<file path="src/rtl/inert_intf.sv">
// Mode-3 SPI master and sequencer: configures the inertial sensor, then reads pitch rate and Z accel on each INT.
// vld fires on the clk SS_n rises after the fourth read; no backpressure, results overwrite in place.
module inert_intf #(
  parameter int INIT_W   = 16,
  parameter int SCLK_DIV = 16
) (
  input  logic        clk,
  input  logic        rst_n,
  input  logic        INT,
  input  logic        MISO,
  output logic        SS_n,
  output logic        SCLK,
  output logic        MOSI,
  output logic [15:0] ptch_rt,
  output logic [15:0] AZ,
  output logic        vld
);

  localparam int HALF = SCLK_DIV / 2;
  localparam int PH_W = (HALF > 1) ? $clog2(HALF) : 1;
  localparam logic [PH_W-1:0] HALF_LAST = PH_W'(HALF - 1);

  typedef enum logic [2:0] {
    INIT_WAIT, WR_CTRL1, WR_CTRL2, WAIT_INT, RD_PL, RD_PH, RD_AL, RD_AH
  } state_t;

  state_t state_q, state_nxt;

  logic              int_s1, int_s2;
  logic [INIT_W-1:0] init_cnt;
  logic              issued;
  logic              start;
  logic              frame_state;
  logic [15:0]       cmd;

  logic              busy;
  logic [PH_W-1:0]   half_cnt;
  logic [5:0]        half_idx;
  logic [PH_W-1:0]   gap_cnt;
  logic [14:0]       tx;
  logic [7:0]        rx;
  logic              ready;
  logic              frame_end;

  logic [7:0]        pl_b, ph_b, al_b;

  // Half-period 0 is the front porch; odd halves are SCLK low, even halves SCLK high.
  assign ready     = !busy && (gap_cnt == HALF_LAST);
  assign frame_end = busy && (half_cnt == HALF_LAST) && (half_idx == 6'd32);

  always_ff @(posedge clk or negedge rst_n) begin
    if (!rst_n) begin
      busy     <= 1'b0;
      half_cnt <= '0;
      half_idx <= '0;
      gap_cnt  <= HALF_LAST;
      tx       <= '0;
      rx       <= '0;
      SS_n     <= 1'b1;
      SCLK     <= 1'b1;
      MOSI     <= 1'b0;
    end else if (start) begin
      busy     <= 1'b1;
      half_cnt <= '0;
      half_idx <= '0;
      tx       <= cmd[14:0];
      SS_n     <= 1'b0;
      SCLK     <= 1'b1;
      MOSI     <= cmd[15];
    end else if (busy) begin
      if (half_cnt == HALF_LAST) begin
        half_cnt <= '0;
        if (half_idx == 6'd32) begin
          busy    <= 1'b0;
          SS_n    <= 1'b1;
          SCLK    <= 1'b1;
          gap_cnt <= '0;
        end else begin
          half_idx <= half_idx + 6'd1;
          if (!half_idx[0]) begin
            SCLK <= 1'b0;
            // cmd[15] is already on MOSI from the porch, so the first fall does not shift.
            if (half_idx != 6'd0) begin
              MOSI <= tx[14];
              tx   <= {tx[13:0], 1'b0};
            end
          end else begin
            SCLK <= 1'b1;
            rx   <= {rx[6:0], MISO};
          end
        end
      end else begin
        half_cnt <= half_cnt + PH_W'(1);
      end
    end else if (gap_cnt != HALF_LAST) begin
      gap_cnt <= gap_cnt + PH_W'(1);
    end
  end

  always_ff @(posedge clk or negedge rst_n) begin
    if (!rst_n) begin
      state_q <= INIT_WAIT;
    end else begin
      state_q <= state_nxt;
    end
  end

  always_comb begin
    state_nxt = state_q;
    case (state_q)
      INIT_WAIT: if (&init_cnt) state_nxt = WR_CTRL1;
      WR_CTRL1:  if (frame_end) state_nxt = WR_CTRL2;
      WR_CTRL2:  if (frame_end) state_nxt = WAIT_INT;
      WAIT_INT:  if (int_s2)    state_nxt = RD_PL;
      RD_PL:     if (frame_end) state_nxt = RD_PH;
      RD_PH:     if (frame_end) state_nxt = RD_AL;
      RD_AL:     if (frame_end) state_nxt = RD_AH;
      RD_AH:     if (frame_end) state_nxt = WAIT_INT;
      default:   state_nxt = INIT_WAIT;
    endcase
  end

  always_comb begin
    cmd         = 16'h0000;
    frame_state = 1'b1;
    case (state_q)
      WR_CTRL1: cmd = 16'h0D02;
      WR_CTRL2: cmd = 16'h1150;
      RD_PL:    cmd = 16'hA200;
      RD_PH:    cmd = 16'hA300;
      RD_AL:    cmd = 16'hAC00;
      RD_AH:    cmd = 16'hAD00;
      default:  frame_state = 1'b0;
    endcase
    start = frame_state && !issued && ready;
  end

  always_ff @(posedge clk or negedge rst_n) begin
    if (!rst_n) begin
      int_s1   <= 1'b0;
      int_s2   <= 1'b0;
      init_cnt <= '0;
      issued   <= 1'b0;
      pl_b     <= '0;
      ph_b     <= '0;
      al_b     <= '0;
      ptch_rt  <= '0;
      AZ       <= '0;
      vld      <= 1'b0;
    end else begin
      int_s1 <= INT;
      int_s2 <= int_s1;
      vld    <= 1'b0;
      if (state_q == INIT_WAIT) init_cnt <= init_cnt + INIT_W'(1);
      if (start) begin
        issued <= 1'b1;
      end else if (frame_end) begin
        issued <= 1'b0;
      end
      // Both words load together from the held bytes so no half-updated value is ever visible.
      if (frame_end) begin
        case (state_q)
          RD_PL: pl_b <= rx;
          RD_PH: ph_b <= rx;
          RD_AL: al_b <= rx;
          RD_AH: begin
            ptch_rt <= {ph_b, pl_b};
            AZ      <= {rx, al_b};
            vld     <= 1'b1;
          end
          default: ;
        endcase
      end
    end
  end

endmodule
</file>
<file path="config.mk">
export PLATFORM = sky130hd
export DESIGN_NAME = inert_intf
export DESIGN_NICKNAME = d
export VERILOG_FILES = /design/src/rtl/inert_intf.sv
export SDC_FILE = /design/constraint.sdc
export NUM_CORES = 1
export LEC_CHECK = 0
export CORE_AREA = 2 2 90 110
export CTS_CLUSTER_SIZE = 10
export DETAILED_ROUTE_END_ITERATION = 12
export DIE_AREA = 0 0 92 112
export GPL_TIMING_DRIVEN = 1
export MAX_ROUTING_LAYER = met4
export PLACE_DENSITY = 0.84
export SLEW_MARGIN = 20
export SYNTH_ARGS = -nofsm -noshare
export SYNTH_HDL_FRONTEND = slang
export SYNTH_SLANG_ARGS = --single-unit
</file>
<file path="constraint.sdc">
create_clock -name clk -period 4.59 [get_ports clk]
set_input_delay 0.918 -clock clk [delete_from_list [all_inputs] [get_ports clk]]
set_output_delay 0.918 -clock clk [all_outputs]
set_load 0.02 [all_outputs]
</file>
==> results.md, run 1 <==
- Outcome: completed
- Worst IR Drop VDD: 0.215 mV
- Cells along the critical path: inv_1 > ha_1 > or4b_4 > nor3_4 > nand4_4 > mux2_4
- Multi-input logic area: 1940 sq um
- ANT cells: 0
- R2r startpoint: half_idx[0]$_DFFE_PN0P_
- Cell area after synthesis: 4990 sq um
- Skew final: 0.00605 ns
- Leakage: 3.01 nW
- Synth Warn #: 0
- Final hold vios: 0
- Area grow syn2layout: 23.0%
- MaxCap Viol Count: 0
- Hold EP: int_s2$_DFF_PN0_
- Detail Route Antenna Nets: 0
- Hold depth: 0
- CTS sink count: 117
- Critical Path End Type: flip-flop
- Top cells by area, synth: dfrtp_1 56%, mux2_4 8.7%, mux2_2 8.4%, dfstp_2 2.6%, ha_1 1.8%
- Root Driver: clkbuf_16
- Final setup fails: 0
- Number of H-tree levels: 4
- Post-synth top cells: 112 x dfrtp_1, 37 x mux2_2, 29 x mux2_4
- Setup Buffers After CTS: 0
- Count of distinct cell types in the synthesized netlist: 49
- Syn Area/Cell: 13.7 sq um
- Die Y: 112 um
- Main synth FF type: dfrtp_1
- Vias in the first global route: 3335
- Top cell type's share of synthesized area: 0.562
- WP data required: 4.88 ns
- Largest net degree at the start of global routing: 61
- Vias per cell: 5.74
- CORE AREA: 9270 sq um
- HPWL after DPL: 6220 um
- Final Slew Violations: 0
- Worst-case clock buffer depth: 2
- Final Cycle Share: 0.651
- Worst-path maximum fanout: 33
- R2R cell count: 6
- Unrepaired setup endpoints after global routing: no
- Cell taking the most area after synthesis: dfrtp_1
- GPL Wtd Cong: 0.896
- # rows: 39
- Port Buffers: 39
- First-pass GRT wire length: 17200 um
- Max_slew headroom: 0.441
- Clk_lat worst skew: 0.41 ns
- Beginning of the worst hold path: int_s1$_DFF_PN0_
- Post-CTS Hold Fix Bufs: 0
- CTS buffer count: 17
- CTS tree: yes
- RR Endpoint: ptch_rt[7]$_DFFE_PN0P_
- Global Route Usage Sum: 0.223
- Sequential area share after synthesis: 0.588
- Total power: 2.51 mW
- GRT overflow: 0
- TNS Setup: 0 ns
- Vias: 3135
- Routed WL: 10000 um
- Final nets: 422
- Cells after Synth: 364
- Initial DRC count: 232
- Initial antenna violation count: 0
- Residual DRC: 0
- Crit Path Class: flip-flop to flip-flop
- Initial core utilization: 0.538
- Buf/Inv on CP: 1
- R2R Setup Slk: 1.60 ns
- Ratio of total power to cell area: 410 nW/um^2
- Top Ports: 40
- WL/cell: 18.3 um
- EDFF count, synth: 0
- CP startpoint kind: flip-flop
- Post-CTS resize count: 0
- Die footprint: 10300 sq um
- Ratio of cells with drive above 1 in the final layout: 0.270
- Crit path max-delay family: simple AND/OR/NAND/NOR gates
- Fraction of registers with async set/reset: 1.00
- DR pass1 iterations: 4
- Final min period: 2.99 ns
- Min-delay worst type: flip-flop to flip-flop
- Most frequent cell after synthesis: dfrtp_1
- CP max-delay cell: nand4_4
- Highest clock rate: 0.335 GHz
- Seq cells post-synth: 117
- Sequential cell area: 2930 sq um
- Slowest stage delay, CP: 0.70 ns
- Syn Nets: 375
- Worst slew pin tran: 0.838 ns
- Die Span X: 92 um
- Fillers: 631
- Worst endpoint data arrival time: 3.28 ns
- Clk slew on worst S/H paths: 0.05 ns
==> area by class of cell <==
type / instances / area share
sequential: 117 / 0.478
inverter: 9 / 0.00551
tap: 123 / 0.0251
clock buffer: 22 / 0.0789
clock inverter: 9 / 0.0281
multi-input combinational: 225 / 0.316
timing repair buffer: 41 / 0.0677
==> layout by cell type (no fill, tap or decap), types with 5 or more instances in the layout <==
master,netlist,routed
dfrtp_1,112,112
clkdlybuf4s50_1,0,38
mux2_2,37,37
mux2_4,29,29
nand2_1,18,18
nor2_1,17,17
clkbuf_16,0,17
nand3_1,12,12
xnor2_1,10,10
inv_1,9,9
o21ai_0,9,9
xor2_1,9,9
nand4_1,8,8
nor3_1,7,7
ha_1,7,7
a22o_1,6,6
a2bb2oi_1,6,6
dfstp_2,5,5
o22ai_1,5,5
bufinv_16,0,5
==> cells by family (layout without fill, tap and decap cells) <==
logic type,Yosys count,in the layout,share of synthesized area
XOR/XNOR,19,19,0.0334
multiplexers,70,70,0.179
adder cells (fa/ha/maj),7,7,0.0176
AO/OA/AOI/OAI,43,43,0.0609
AND/OR/NAND/NOR,86,86,0.0983
flip-flops,117,117,0.588
buffers and inverters,22,81,0.0228
==> registers in the layout (all words and copies together), names as in the netlist <==
signal,cells
AZ,16
MOSI,1
SCLK,1
SS_n,1
al_b,8
busy,1
gap_cnt,3
half_cnt,3
half_idx,6
init_cnt,16
int_s1,1
int_s2,1
issued,1
ph_b,8
pl_b,8
ptch_rt,16
rx,8
state_q,3
tx,14
vld,1
==> where the power goes <==
part / internal, mW / leakage, nW / total [mW] / switching [mW]
clock: 1.01 / 0.322 / 1.45 / 0.441
combinational: 0.00383 / 1.09 / 0.0236 / 0.0198
sequential: 1.03 / 1.60 / 1.03 / 0.000513
==> per-layer routing <==
metal	part of all wire	wire length, um	up-vias	track usage
met4	0.017	170	0	0.0915
met3	0.044	437	16	0.0595
met1	0.41	4070	1618	0.263
met2	0.53	5320	93	0.364
met5	0	0	-	-
li1	-	-	1408	-
==> through the flow <==
step | area (sq um) | setup slack (ns) | util | cells | hold slack, ns
after floorplan | 4990 | 2.36 | - | 364 | 0.331
after global placement | 5480 | 1.78 | 0.591 | 515 | 0.337
after detailed placement | 5480 | 1.63 | 0.591 | 515 | 0.338
after CTS | 6130 | 1.61 | 0.662 | 546 | 0.350
after global routing | 6130 | 1.47 | 0.662 | 546 | 0.379
final | 6130 | 1.60 | 0.662 | 546 | 0.350
==> worst max path at each step <==
stage / from / end / slack [ns] / depth (start not counted)
after floorplan: half_idx[0]$_DFFE_PN0P_ / AZ[10]$_DFFE_PN0P_ / 2.36 / 7
after global placement: half_idx[0]$_DFFE_PN0P_ / AZ[13]$_DFFE_PN0P_ / 1.78 / 6
after detailed placement: half_idx[0]$_DFFE_PN0P_ / AZ[10]$_DFFE_PN0P_ / 1.63 / 6
after CTS: half_idx[0]$_DFFE_PN0P_ / ptch_rt[7]$_DFFE_PN0P_ / 1.61 / 6
after global routing: half_idx[0]$_DFFE_PN0P_ / ptch_rt[7]$_DFFE_PN0P_ / 1.47 / 6
final: half_idx[0]$_DFFE_PN0P_ / ptch_rt[7]$_DFFE_PN0P_ / 1.60 / 6
Power figures use the tool's default switching activity.
==> run 2, diff against run 1 <==
- CORE_AREA: 2 2 90 110 -> 2 2 93 113
- DIE_AREA: 0 0 92 112 -> 0 0 95 115
- PLACE_DENSITY: 0.84 -> 0.83
- clock period: 4.59 -> 2.64 ns (I/O delays scaled with it)
==> results.md, run 2 (synthesis results as in run 1) <==
- Outcome: completed
- HPWL after DPL: 6180 um
- ANT cells: 0
- Final Slew Violations: 0
- MaxCap Viol Count: 0
- Top Ports: 40
- Final worst slack: 0.146 ns
- Ratio of cells with drive above 1 in the final layout: 0.285
- Vias: 3153
- Global Route Usage Sum: 0.205
- First-pass GRT wire length: 16400 um
- Final hold vios: 0
- Leakage: 3.07 nW
- Psw: 791 uW
- Total power: 4.42 mW
- Final setup fails: 0
- Die Span X: 95 um
- Routed WL: 9850 um
- Die footprint: 10900 sq um
- Worst-path maximum fanout: 9
- Cells along the critical path: inv_1 > ha_1 > nor4b_2 > nor3_1 > nor2_1 > o41ai_1
- Initial core utilization: 0.506
- DR pass1 iterations: 5
- Final nets: 430
- Largest net degree at the start of global routing: 93
- Clk_lat worst skew: 0.41 ns
- Initial DRC count: 192
- Clk slew on worst S/H paths: 0.05 ns
- Vias in the first global route: 3242
- CORE AREA: 9860 sq um
- Worst-case clock buffer depth: 2
- Final min period: 2.49 ns
- WP data required: 2.92 ns
- Int Pwr: 3.63 mW
- Crit path max-delay family: simple AND/OR/NAND/NOR gates
- TNS Setup: 0 ns
- CTS buffer count: 17
- CP max-delay cell: nor3_1
- GPL Wtd Cong: 0.879
- CTS sink count: 117
- Post-CTS resize count: 0
- Min-delay worst type: primary input to async pin
- Register share of total power: 0.407
- Largest registers: AZ x16, init_cnt x16, ptch_rt x16
- CP startpoint kind: flip-flop
- Max_slew headroom: 0.496
- Number of H-tree levels: 4
- CTS tree: yes
- WL/cell: 17.6 um
- Skew final: 0.00828 ns
- Vias per cell: 5.65
- Most common cell after layout, fill and taps aside: dfrtp_1
- Port Buffers: 39
- Pre-CTS setup slack: 0.177 ns
- Crit Path Class: flip-flop to flip-flop
- Unrepaired setup endpoints after global routing: no
- Ratio of total power to cell area: 710 nW/um^2
- Detail Route Antenna Nets: 0
- Highest-count cells in the layout ignoring fill and taps: 112 x dfrtp_1, 38 x clkdlybuf4s50_1, 37 x mux2_2
- Sequential cell area: 2930 sq um
- Initial antenna violation count: 0
- Slowest stage delay, CP: 0.63 ns
- Worst slew pin tran: 0.750 ns
- Worst IR Drop VDD: 0.350 mV
- Post-CTS Hold Fix Bufs: 0
- Highest clock rate: 0.401 GHz
- # rows: 40
- Residual DRC: 0
- Fillers: 651
- Buf/Inv on CP: 1
- Multi-input logic area: 1950 sq um
- Switching Fraction: 0.179
- Setup Buffers After CTS: 0
- Area grow syn2layout: 24.8%
- Part of the power in combinational logic: 0.009
- Critical Path End Type: flip-flop
- Die Y: 115 um
- Root Driver: clkbuf_16
- Worst endpoint data arrival time: 2.78 ns
- Clock network fraction of total power: 0.584
- Final Cycle Share: 0.945
- GRT overflow: 0
run 2: cell types whose count changed in the layout (fill, tap and decap cells not counted), sizes merged:
cell | previous run | this run
clkinvlp | 1 | 0
buf | 3 | 11
clkinv | 3 | 2
clkbuf | 22 | 25
run 2: layer usage:
metal	vias to the layer above	share of wire	global-route usage	wire, um
li1	1428	-	-	-
met1	1599	0.41	0.231	4000
met2	97	0.52	0.331	5110
met3	29	0.043	0.0603	421
met4	0	0.032	0.106	317
met5	-	0	-	0
run 2: worst register-to-register path: cells and delay by family (launching register included):
family / cells / cell delay, ns
AO/OA/AOI/OAI: 1 / 0.47
adder cells (fa/ha/maj): 1 / 0.22
buffers and inverters: 1 / 0.12
flip-flops: 1 / 0.42
AND/OR/NAND/NOR: 3 / 1.14
run 2: through the flow:
| stage | util | std cells | hold WS, ns | area (sq um) |
|---|---|---|---|---|
| after floorplan | - | 364 | 0.232 | 4990 |
| after global placement | 0.562 | 526 | 0.336 | 5540 |
| after detailed placement | 0.562 | 526 | 0.335 | 5540 |
| after CTS | 0.631 | 558 | 0.0241 | 6220 |
| after global routing | 0.632 | 558 | 0.0363 | 6230 |
| final | 0.632 | 558 | 0.0218 | 6230 |
run 2: layout make-up:
class                   count  area share
repair buffers             49      0.0764
multi-input cells         225       0.313
inverters                   9     0.00542
clock buffers              25      0.0828
clock inverters             7      0.0263
well taps                 126      0.0253
flip-flops and latches    117       0.471
run 2: power groups by stage:
stage	Clock, mW	Combinational [mW]	Sequential [mW]
after CTS	2.62	0.0432	1.80
after detailed placement	0	0.0431	1.83
after global routing	2.72	0.0489	1.80
final	2.58	0.0407	1.80
after floorplan	0	0.000260	1.83
after global placement	0	0.0420	1.83
run 2: final timing paths:
kind	startpoint	to	slack (ns)	cells after the start
max	half_idx[0]$_DFFE_PN0P_	tx[11]$_DFFE_PN0P_	0.15	6
min reg2reg	int_s1$_DFF_PN0_	int_s2$_DFF_PN0_	0.35	0
max in group asynchronous	rst_n	SCLK$_DFFE_PN1P_	1.80	2
min	rst_n	ptch_rt[12]$_DFFE_PN0P_	0.02	1
max reg2reg	half_idx[0]$_DFFE_PN0P_	tx[11]$_DFFE_PN0P_	0.15	6
min in group clk	int_s1$_DFF_PN0_	int_s2$_DFF_PN0_	0.35	0
